## config.mk

```make
export PLATFORM = sky130hd
export DESIGN_NAME = alu_seq_ctrl_flat
export DESIGN_NICKNAME = d
export VERILOG_FILES = /design/src/rtl/alu_seq_ctrl_if.sv /design/src/rtl/alu_seq_ctrl.sv /design/src/flat_wrapper.sv
export SDC_FILE = /design/constraint.sdc
export NUM_CORES = 1
export LEC_CHECK = 0
export CORE_MARGIN = 2
export CORE_UTILIZATION = 47
export CTS_CLUSTER_DIAMETER = 30
export DETAILED_ROUTE_END_ITERATION = 10
export GPL_ROUTABILITY_DRIVEN = 0
export HOLD_SLACK_MARGIN = 0.03
export PLACE_DENSITY = 0.88
export SETUP_SLACK_MARGIN = 0.15
export SYNTH_ARGS = -nofsm -noshare
export SYNTH_HDL_FRONTEND = slang
export SYNTH_SLANG_ARGS = --single-unit
```

## constraint.sdc

```tcl
create_clock -name clk -period 2.4 [get_ports clk]
set_clock_uncertainty 0.15 [all_clocks]
set_input_delay 0.36 -clock clk [delete_from_list [all_inputs] [get_ports clk]]
set_output_delay 0.36 -clock clk [all_outputs]
set_load 0.01 [all_outputs]
```

## src/rtl/alu_seq_ctrl_if.sv

```systemverilog
// Bundle for the alu_seq_ctrl request/result handshakes and the selector bus.
// The controller uses the slave view; the decode stage, selector and consumer use the master view.
interface alu_seq_ctrl_if #(
    parameter int N = 8
);
    logic         in_valid;
    logic         in_ready;
    logic [3:0]   in_func;
    logic [N-1:0] in_a;
    logic [N-1:0] in_b;

    logic [3:0]   sel;
    logic [N-1:0] alu_a;
    logic [N-1:0] alu_b;
    logic [N-1:0] alu_z;

    logic         out_valid;
    logic         out_ready;
    logic [N-1:0] out_z;

    modport slave (
        input  in_valid, in_func, in_a, in_b, alu_z, out_ready,
        output in_ready, sel, alu_a, alu_b, out_valid, out_z
    );

    modport master (
        output in_valid, in_func, in_a, in_b, alu_z, out_ready,
        input  in_ready, sel, alu_a, alu_b, out_valid, out_z
    );
endinterface

```

## src/rtl/alu_seq_ctrl.sv

```systemverilog
// Sequencing controller for the ALU function selector: runs single-cycle functions
// once, and builds variable shifts (codes 8/9) from repeated shift-by-one passes.
module alu_seq_ctrl #(
    parameter int N   = 8,
    parameter int SHW = 3
) (
    input  logic           clk,
    input  logic           rst_n,
    alu_seq_ctrl_if.slave  bus,
    output logic           busy
);

    typedef enum logic [1:0] {
        IDLE = 2'd0,
        EXEC = 2'd1,
        ITER = 2'd2,
        DONE = 2'd3
    } state_t;

    state_t         state;
    state_t         state_next;
    logic [3:0]     func;
    logic [SHW-1:0] cnt;
    logic [N-1:0]   work;
    logic [N-1:0]   b;
    logic [N-1:0]   alu_a_hold;
    logic [N-1:0]   alu_b_hold;
    logic [N-1:0]   out_z_q;

    logic accept;
    logic in_is_shift;
    logic in_cnt_zero;
    logic active;
    logic last_iter;

    assign accept      = bus.in_valid && (state == IDLE);
    assign in_is_shift = (bus.in_func == 4'd8) || (bus.in_func == 4'd9);
    assign in_cnt_zero = (bus.in_b[SHW-1:0] == '0);
    assign active      = (state == EXEC) || (state == ITER);
    assign last_iter   = (cnt == SHW'(1));

    always_ff @(posedge clk or negedge rst_n) begin
        if (!rst_n)
            state <= IDLE;
        else
            state <= state_next;
    end

    always_comb begin
        state_next = state;
        case (state)
            IDLE: begin
                if (accept) begin
                    if (!in_is_shift)
                        state_next = EXEC;
                    else if (in_cnt_zero)
                        state_next = DONE;
                    else
                        state_next = ITER;
                end
            end
            EXEC: state_next = DONE;
            ITER: if (last_iter) state_next = DONE;
            DONE: if (bus.out_ready) state_next = IDLE;
            default: state_next = IDLE;
        endcase
    end

    // The hold registers remember what was last driven so the operand buses stay put outside EXEC/ITER.
    always_ff @(posedge clk or negedge rst_n) begin
        if (!rst_n) begin
            func       <= '0;
            cnt        <= '0;
            work       <= '0;
            b          <= '0;
            alu_a_hold <= '0;
            alu_b_hold <= '0;
            out_z_q    <= '0;
        end else begin
            case (state)
                IDLE: begin
                    if (accept) begin
                        func <= bus.in_func;
                        work <= bus.in_a;
                        b    <= bus.in_b;
                        cnt  <= bus.in_b[SHW-1:0];
                        if (in_is_shift && in_cnt_zero)
                            out_z_q <= bus.in_a;
                    end
                end
                EXEC: begin
                    alu_a_hold <= work;
                    alu_b_hold <= b;
                    out_z_q    <= bus.alu_z;
                end
                ITER: begin
                    alu_a_hold <= work;
                    alu_b_hold <= b;
                    work       <= bus.alu_z;
                    cnt        <= cnt - SHW'(1);
                    if (last_iter)
                        out_z_q <= bus.alu_z;
                end
                default: ;
            endcase
        end
    end

    assign bus.in_ready  = (state == IDLE);
    assign bus.out_valid = (state == DONE);
    assign busy          = (state != IDLE);
    assign bus.sel       = active ? func : 4'd0;
    assign bus.alu_a     = active ? work : alu_a_hold;
    assign bus.alu_b     = active ? b    : alu_b_hold;
    assign bus.out_z     = out_z_q;

endmodule

```

## src/flat_wrapper.sv

```systemverilog
// flat-port wrapper written by rule: the top's interface ports become plain ports
module alu_seq_ctrl_flat 
#(
    parameter int N   = 8,
    parameter int SHW = 3
)
  (clk, rst_n, busy, bus_in_valid, bus_in_func, bus_in_a, bus_in_b, bus_alu_z, bus_out_ready, bus_in_ready, bus_sel, bus_alu_a, bus_alu_b, bus_out_valid, bus_out_z);
  alu_seq_ctrl_if #(.N(N)) bus_i ();
  input  logic clk;
  input  logic rst_n;
  output logic busy;
  input wire logic [$bits(bus_i.in_valid)-1:0] bus_in_valid;
  input wire logic [$bits(bus_i.in_func)-1:0] bus_in_func;
  input wire logic [$bits(bus_i.in_a)-1:0] bus_in_a;
  input wire logic [$bits(bus_i.in_b)-1:0] bus_in_b;
  input wire logic [$bits(bus_i.alu_z)-1:0] bus_alu_z;
  input wire logic [$bits(bus_i.out_ready)-1:0] bus_out_ready;
  output wire logic [$bits(bus_i.in_ready)-1:0] bus_in_ready;
  output wire logic [$bits(bus_i.sel)-1:0] bus_sel;
  output wire logic [$bits(bus_i.alu_a)-1:0] bus_alu_a;
  output wire logic [$bits(bus_i.alu_b)-1:0] bus_alu_b;
  output wire logic [$bits(bus_i.out_valid)-1:0] bus_out_valid;
  output wire logic [$bits(bus_i.out_z)-1:0] bus_out_z;
  assign bus_i.in_valid = bus_in_valid;
  assign bus_i.in_func = bus_in_func;
  assign bus_i.in_a = bus_in_a;
  assign bus_i.in_b = bus_in_b;
  assign bus_i.alu_z = bus_alu_z;
  assign bus_i.out_ready = bus_out_ready;
  assign bus_in_ready = bus_i.in_ready;
  assign bus_sel = bus_i.sel;
  assign bus_alu_a = bus_i.alu_a;
  assign bus_alu_b = bus_i.alu_b;
  assign bus_out_valid = bus_i.out_valid;
  assign bus_out_z = bus_i.out_z;
  alu_seq_ctrl #(.N(N), .SHW(SHW)) u_core (.clk(clk), .rst_n(rst_n), .bus(bus_i), .busy(busy));
endmodule
```

==> results.yml <==
detailed_routing:
  met3RoutedLength_um: 199
  routed_wl_um: 4910
  highest_layer: "met4"
  drt_iter0_markers: 72
  drc: 0
  num_vias: 1648
  drtPass1Iterations: 4
  ant_nets: 0
  wl_met1_um: 2160
  vias_per_cell: 5.30
  wl_met2_um: 2510
  avgRoutedWirePerCell_um: 15.8
global_routing:
  gr-total-overflow: 0
  grt_pass1_vias: 1667
  grt_max_degree: 30
  grt_use_total: 0.196
  grt_pass1_wl_um: 7990
  antenna_found_initial: 0
placed_design:
  numPlacedInstances: 294
  dp_slack_ps: 7.55
  dpl-instance-area_sq_um: 2940
  hpwlAfterDp_um: 3310
  numPortBuffers: 62
sta:
  fmax_ghz: 0.447
  slew_headroom: 0.576
  period_share: 0.932
  hold_viol_final: 0
  final.setup.tns_ps: 0
  fin_crit_ps: 2240
  drv_slew: 0
  rsz0062_at_grt: "true"
  layout_setup_ws_ps: 164
  worst_pin_slew_ps: 637
  finalSetupViolations: 0
run:
  max_cap_violations: 0
clocking:
  root_buffer: "clkbuf_8"
  clk_pin_slew_ps: 100
  cts_max_level: 2
  cts_sinks: 49
  cts_made_buffers: 5
  insertion_delay_ps: 310
  clockBufferDepth: 2
  cts_tree: "done"
cells_and_area:
  finalNonFillerCells: 311
  syn2layout_area_growth_pct: 40.3
  diodes: 0
  nNetsFinal: 294
  final_area_sq_um: 3150
  n_fill_cell: 354
  layout-drive-gt1-share: 0.300
floorplan:
  die_area_sq_um: 5340
  die_x_um: 73.1
  coreArea_sq_um: 4660
  rows: 25
  start_util: 0.481
  die_h_um: 73.1
  ioPinCount: 63
synth:
  synth_top_area_frac: 0.547
  ys_ff_latch: 49
  synth_largest_area_cell: "dfrtp_1"
  postSynthAreaPerCell_sq_um: 12.5
  syn_area_sq_um: 2240
  yosysSeqAreaShare: 0.547
  ys_warn_count: 0
  syn_inst: 179
  synth_cell_types: 27
  synthesis.nets: 217
  synthTopCellsByArea: "dfrtp_1, mux2_2, mux2i_1, ha_1, o21ai_0"
worst_setup_path:
  endpoint_kind: "primary output"
  crit_path_start_kind: "flip-flop"
  r2r_setup_slack_ps: 470
  required_ps: 1890
  cp.arrival_ps: 1730
  crit_type: "flip-flop to primary output"
  crit_path_max_fanout: 6
hold_path:
  hold_path_class: "flip-flop to flip-flop"
power:
  ir_drop_mv: 0.960
  powerDensity_nw_per_um2: 1690
  leakage_nw: 1.42
  total_power_mw: 5.32
run_status:
  status: "finished clean"
-- cells in the mapped netlist --
library cell	instances
a211oi_2	1
a21oi_1	9
a221oi_1	1
a31oi_1	9
and2_1	4
buf_1	1
buf_2	1
buf_6	1
bufbuf_8	1
clkbuf_1	6
dfrtp_1	49
ha_1	6
inv_1	6
mux2_2	28
mux2i_1	17
nand2_1	12
nand2b_1	2
nand3b_1	1
nor2_1	2
nor2b_1	2
nor3_1	1
o21ai_0	13
o221ai_1	1
o31ai_1	2
o41ai_4	1
or2_2	1
or3b_4	1
-- per-layer routing --
metal  vias up  global-route usage
met3         5              0.0401
met4         0              0.0494
li1        788                   -
met1       808               0.248
met5         -                   0
met2        47               0.342
-- critical path: stages (launching register included) --
cell and delay (ps):
dfrtp_1 400, inv_2 80, ha_4 230, buf_4 150, clkbuf_16 140, and2_1 140, dlygate4sd2_1 270
-- kinds of logic (layout without fill, tap and decap cells) --
| kind of cell | after synthesis | after routing | synth area share |
|---|---|---|---|
| adder cells (fa/ha/maj) | 6 | 6 | 0.0335 |
| buffers and inverters | 16 | 94 | 0.0374 |
| flip-flops | 49 | 49 | 0.547 |
| AO/OA/AOI/OAI | 37 | 37 | 0.107 |
| multiplexers | 45 | 45 | 0.217 |
| AND/OR/NAND/NOR | 26 | 26 | 0.0591 |
-- registers in the layout, indices dropped and copies added, names as in the netlist --
name,count
u_core.alu_b_hold,8
u_core.b,8
u_core.cnt,3
u_core.work,8
u_core.state,2
u_core.func,4
u_core.alu_a_hold,8
u_core.bus.out_z,8
-- where the power goes --
part,internal [mW],leakage [nW],switching [mW]
clock network,0.313,0.0585,0.279
logic,1.81,0.785,1.46
registers,1.27,0.580,0.192
total,3.39,1.42,1.93
-- cells in the final DEF (no fill, tap or decap), types with 4 or more instances in the layout --
master | netlist | layout
mux2_4 | 0 | 5
clkbuf_8 | 0 | 5
buf_2 | 1 | 9
buf_6 | 1 | 4
dfrtp_1 | 49 | 49
clkbuf_2 | 0 | 4
dlygate4sd2_1 | 0 | 4
buf_4 | 0 | 13
mux2i_1 | 17 | 17
a21oi_1 | 9 | 9
nand2_1 | 12 | 12
a31oi_1 | 9 | 9
mux2_2 | 28 | 23
ha_1 | 6 | 5
and2_1 | 4 | 4
inv_1 | 6 | 4
clkdlybuf4s50_1 | 0 | 41
o21ai_0 | 13 | 13
-- area by class of cell --
cell class | count | area, sq um | area share
Clock buffer | 5 | 68.8 | 0.0219
Clock inverter | 3 | 43.8 | 0.0139
Inverter | 6 | 22.5 | 0.00716
Multi-Input combinational cell | 114 | 963 | 0.306
Sequential cell | 49 | 1230 | 0.390
Tap cell | 54 | 67.6 | 0.0215
Timing Repair Buffer | 80 | 753 | 0.239
-- path summary, 6_finish.rpt --
path                                 start  cells after the start             endpoint
min                          u_core.cnt[1]                      2        u_core.cnt[1]
max in group asynchronous            rst_n                      3  u_core.bus.out_z[3]
min reg2reg                  u_core.cnt[1]                      2        u_core.cnt[1]
max reg2reg                u_core.state[0]                      8  u_core.bus.out_z[7]
min in group asynchronous            rst_n                      2          u_core.b[0]
max                        u_core.state[1]                      6           bus_sel[1]
-- per-stage QoR --
| step | hold WS [ps] | util |
|---|---|---|
| 2_1_floorplan | -85.6 | - |
| 3_3_place_gp | 259 | 0.632 |
| 3_5_place_dp | 267 | 0.632 |
| 4_1_cts | 341 | 0.667 |
| 5_1_grt | 366 | 0.675 |
| 6_report | 343 | 0.675 |
-- repair_timing --
item | 4_1_cts | 5_1_grt
setup endpoints to repair | 22 | 16
hold buffers | 1 | 0
resized for setup | 41 | 38
setup buffers | 3 | 3
gates cloned | 0 | 2
pin swaps | 0 | 1
endpoints found under the hold margin | 27 | 0
Note: power is estimated with default switching activity, not from simulation.
